<file path="config.mk">
export PLATFORM = sky130hd
export DESIGN_NAME = reg_mem_responder
export DESIGN_NICKNAME = d
export VERILOG_FILES = /design/src/rtl/reg_mem_responder.sv
export SDC_FILE = /design/constraint.sdc
export NUM_CORES = 1
export LEC_CHECK = 0
export ABC_AREA = 1
export CAP_MARGIN = 20
export CORE_MARGIN = 2
export CORE_UTILIZATION = 30
export DETAILED_ROUTE_END_ITERATION = 8
export SLEW_MARGIN = 20
export SYNTH_ARGS = -nofsm -noshare
export SYNTH_HDL_FRONTEND = slang
export SYNTH_SLANG_ARGS = --single-unit
</file>
<file path="constraint.sdc">
create_clock -name clk_i -period 2.3 [get_ports clk_i]
set_input_delay 0.23 -clock clk_i [delete_from_list [all_inputs] [get_ports clk_i]]
set_output_delay 0.23 -clock clk_i [all_outputs]
set_load 0.01 [all_outputs]
</file>
<file path="src/rtl/reg_mem_responder.sv">
// reg_intf scratch register bank in a flop array; ready arrives WaitCycles cycles after valid, initiator holds req until ready.
// Build macro REG_MEM_RESPONDER_EMPTY_WR_ERR_EN: a hit write with every strobe low completes with error=1.
package reg_mem_responder_pkg;
    typedef struct packed {
        logic [31:0] addr;
        logic        write;
        logic [31:0] wdata;
        logic [3:0]  wstrb;
        logic        valid;
    } req_t;

    typedef struct packed {
        logic [31:0] rdata;
        logic        error;
        logic        ready;
    } rsp_t;
endpackage

module reg_mem_responder #(
    parameter int unsigned          AddrWidth  = 32,
    parameter int unsigned          DataWidth  = 32,
    parameter int unsigned          NumWords   = 16,
    parameter logic [AddrWidth-1:0] BaseAddr   = '0,
    parameter int unsigned          WaitCycles = 1,
    parameter type                  req_t      = reg_mem_responder_pkg::req_t,
    parameter type                  rsp_t      = reg_mem_responder_pkg::rsp_t
) (
    input  logic clk_i,
    input  logic rst_ni,
    input  req_t req_i,
    output rsp_t rsp_o,
    output logic busy_o
);
    localparam int unsigned StrbWidth = DataWidth / 8;
    localparam int unsigned OffBits   = $clog2(StrbWidth);
    localparam int unsigned IdxWidth  = (NumWords > 1) ? $clog2(NumWords) : 1;
    localparam int unsigned CntWidth  = (WaitCycles > 0) ? $clog2(WaitCycles + 1) : 1;

    typedef enum logic {IDLE, WAIT} state_e;

    state_e               state;
    logic [CntWidth-1:0]  cnt;
    logic [DataWidth-1:0] mem [NumWords];

    logic [AddrWidth-1:0] off;
    logic [AddrWidth-1:0] idx_full;
    logic [IdxWidth-1:0]  idx;
    logic                 hit;
    logic                 ready;
    logic                 done;
    logic                 wr_en;
    logic                 err_resp;

    always_comb begin
        off      = req_i.addr - BaseAddr;
        idx_full = off >> OffBits;
        idx      = idx_full[IdxWidth-1:0];
        hit      = (req_i.addr >= BaseAddr)
                && (idx_full < AddrWidth'(NumWords))
                && ((off & AddrWidth'(StrbWidth - 1)) == '0);
    end

    // Ready is gated by valid so an aborted wait never produces a handshake.
    always_comb begin
        if (state == IDLE) begin
            ready = req_i.valid && (WaitCycles == 0);
        end else begin
            ready = req_i.valid && (cnt == '0);
        end
    end

    assign done  = req_i.valid && ready;
    assign wr_en = done && req_i.write && hit;

`ifdef REG_MEM_RESPONDER_EMPTY_WR_ERR_EN
    assign err_resp = !hit || (req_i.write && (req_i.wstrb == '0));
`else
    assign err_resp = !hit;
`endif

    always_comb begin
        rsp_o       = '0;
        rsp_o.ready = ready;
        if (done) begin
            rsp_o.error = err_resp;
            if (hit && !req_i.write) begin
                rsp_o.rdata = mem[idx];
            end
        end
    end

    always_ff @(posedge clk_i or negedge rst_ni) begin
        if (!rst_ni) begin
            state <= IDLE;
            cnt   <= '0;
        end else begin
            case (state)
                IDLE: begin
                    if (req_i.valid && (WaitCycles != 0)) begin
                        state <= WAIT;
                        cnt   <= CntWidth'(WaitCycles - 1);
                    end
                end
                WAIT: begin
                    if (!req_i.valid || (cnt == '0)) begin
                        state <= IDLE;
                        cnt   <= '0;
                    end else begin
                        cnt <= cnt - CntWidth'(1);
                    end
                end
                default: begin
                    state <= IDLE;
                    cnt   <= '0;
                end
            endcase
        end
    end

    assign busy_o = (state == WAIT);

    // An all-zero strobe naturally leaves the word untouched in both builds.
    always_ff @(posedge clk_i or negedge rst_ni) begin
        if (!rst_ni) begin
            for (int i = 0; i < int'(NumWords); i++) begin
                mem[i] <= '0;
            end
        end else if (wr_en) begin
            for (int b = 0; b < int'(StrbWidth); b++) begin
                if (req_i.wstrb[b]) begin
                    mem[idx][8*b +: 8] <= req_i.wdata[8*b +: 8];
                end
            end
        end
    end
endmodule

</file>
==> metrics.txt <==
crit path time final=around 2.3 ns; FF-to-FF path depth=11; layout cells sized above 1=about 15%; setup slack, reg-to-reg=~0.29 ns; port bufs=106; detailed-route vias per instance=about 5.0; chip height=~300 µm; Synth cell types=22; CTS buffer count=58; CP max FO=9; Clock transition at path regs=roughly 0.060 ns; DRT iter0 DRCs=~2500; Final Hold Violating Endpoints=0; Slew @ Worst Pin=between 0.6 and 0.7 ns; Initial Util=between 30% and 40%; #FFs+latches synth=514; routed vias=approximately 25000; routed wire length=96600 µm; Avg Cell Area, Syn=7.18 µm²; Post-Route Setup TNS=0 ns; post-synth top area share=just under 50%; root buffer cell=clkbuf_16; vias in the first global route=between 20000 and 25000; Area growth syn-to-layout=29.1%; routability cong.=just under 0.9; worst r2r dst=mem[358]; Final Cell Area=about 34000 µm²; Global Route Usage Sum=a little over a fifth; worst-skew pair later-pin latency=0.65 ns; CTS Buffer Depth=3; prevailing post-synth register cell=dfrtp_1; critical path endpoint category=primary output; WP data required=2.07 ns; DP HPWL=around 62000 µm; final-report setup violation count=0; number of flops mapped to enable cells by yosys=0; mapped cell area=26200 µm²; Sink Count=slightly above 500; grt total ovfl=0; syn nets=between 3000 and 4000; largest cells by area after synthesis=dfrtp_1 49%, nand2_1 18%, nor2_1 11%, nand3_1 10%, o21ai_0 2.3%; placed instance area=~30000 µm²; top-count cell post-synth=nand2_1; core area=86800 µm²; first-pass GRT wire length=151000 µm; crit path DAT=2.06 ns; Nets=4002; Ys Warns=0; register area share after synthesis=between 40% and 50%; Worst setup SP type=input port; VDD IR max=~0.7 mV; worst r2r src=cnt; Power per Cell Area=slightly above 600 nW/µm²; max cap viols=0; # DRC=0; Top Ports=107; TritonCTS clock tree=yes; crit path kind=in -> out; outcome=finished clean; RSZ-0062 raised after global routing=true; initial antenna violation count=5; Worst Clk Skew=between 0.03 and 0.04 ns; Worst Hold Class=in -> async; Slew Limit Fails=0; largest area contributor in the netlist=dfrtp_1; fmax=around 440 MHz; htree depth=2; slew margin rel.=between 50% and 60%; synthesized instance count=~3700; Final Cycle Share=~99%; post-route ant nets=0; wire length per cell=around 19 µm; synth cell count leaders=1245 x nand2_1, 741 x nor2_1, 527 x nand3_1; total leakage power=between 0.015 and 0.02 µW; Final Util=between 30% and 40%; FP Rows=108; DIE AREA=89800 µm²; router iterations before antenna repair=8; largest net degree at the start of global routing=129; Chip Width=around 300 µm; share of synthesized registers carrying an async set or reset=100%; Fillers=just under 9000
[what timing repair did]
| action | in CTS | in global routing |
|---|---|---|
| setup endpoints to repair | 33 | 32 |
| hold buffers | 1 | 0 |
| resized for setup | 202 | 34 |
| hold endpoints to repair | 295 | 0 |
| pin swaps | 26 | 23 |
| cloned | 12 | 2 |
| setup buffers | 30 | 11 |
[worst max-delay path, stage by stage]
cell	delay, ns
clkdlybuf4s50_1	0.44
nor2_1	0.11
nand3_1	0.07
nor2_1	0.11
nand2_1	0.09
nor2_4	0.16
nand3_4	0.11
buf_12	0.18
buf_12	0.16
nor3_4	0.20
buf_2	0.17
[flip-flops by register name (all words and copies together), names as in the netlist]
name / count
mem: 512
busy_o: 1
cnt: 1
[final cells by class]
class                           instances  area [µm²]  share of cell area, %
Inverter                               49         208                  0.614
Clock buffer                           86        1700                   5.01
Multi-Input combinational cell       2807       12100                   35.9
Antenna cell                            2        5.00                 0.0148
Clock inverter                         16         213                  0.628
Sequential cell                       514       12900                   38.0
Tap cell                             1155        1450                   4.27
Timing Repair Buffer                  500        5280                   15.6
[where the power goes]
part | switching [µW] | leakage [µW] | internal [µW]
combinational | 1470 | 0.00958 | 798
sequential | 1.46 | 0.00718 | 9040
clock | 3930 | 0.000936 | 5520
[cell families (layout without fill, tap and decap cells)]
| logic type | count (synthesis) | count (layout) | share of synthesized area (%) |
|---|---|---|---|
| flip-flops | 514 | 514 | 49.1 |
| AND/OR/NAND/NOR | 2614 | 2614 | 41.5 |
| other | 0 | 2 | 0 |
| buffers and inverters | 331 | 651 | 5.76 |
| AO/OA/AOI/OAI | 193 | 193 | 3.69 |
[per-stage QoR]
| step | instances | hold slack [ns] | setup slack, ns | total power, µW |
|---|---|---|---|---|
| after floorplan | 3652 | -0.0656 | 0.617 | 10100 |
| after global placement | 4973 | 0.126 | -0.674 | 11200 |
| after detailed placement | 4973 | 0.120 | -0.675 | 11200 |
| after CTS | 5118 | 0.00791 | -0.0975 | 20900 |
| after global routing | 5127 | 0.0533 | -0.0870 | 21500 |
| final | 5129 | 0.0453 | 0.0150 | 20800 |
[worst max-delay path by stage]
| stage | end | start |
|---|---|---|
| 2_1_floorplan | rsp_o[18] | req_i[41] |
| 3_3_place_gp | rsp_o[10] | req_i[41] |
| 3_5_place_dp | rsp_o[10] | req_i[41] |
| 4_1_cts | rsp_o[8] | cnt |
| 5_1_grt | rsp_o[15] | req_i[60] |
| 6_report | rsp_o[15] | req_i[64] |
[layer usage]
layer | part of all wire [%] | up-vias | track usage (%)
met5 | 0.022 | - | 0
met4 | 3.5 | 4 | 7.24
met3 | 7.6 | 194 | 3.67
met2 | 45 | 927 | 33.3
met1 | 44 | 12200 | 30.2
li1 | - | 12200 | -
[layout by cell type, fill, tap and decap left out, types with 48 or more instances in the layout]
| master | n |
|---|---|
| nand2_1 | 1229 |
| nand4_1 | 48 |
| clkdlybuf4s50_1 | 66 |
| clkbuf_16 | 60 |
| o21ai_1 | 71 |
| buf_4 | 287 |
| nor2_1 | 730 |
| o21ai_0 | 121 |
| nand3_1 | 525 |
| buf_12 | 80 |
| dfrtp_1 | 514 |
(Power assumes the default switching activity.)
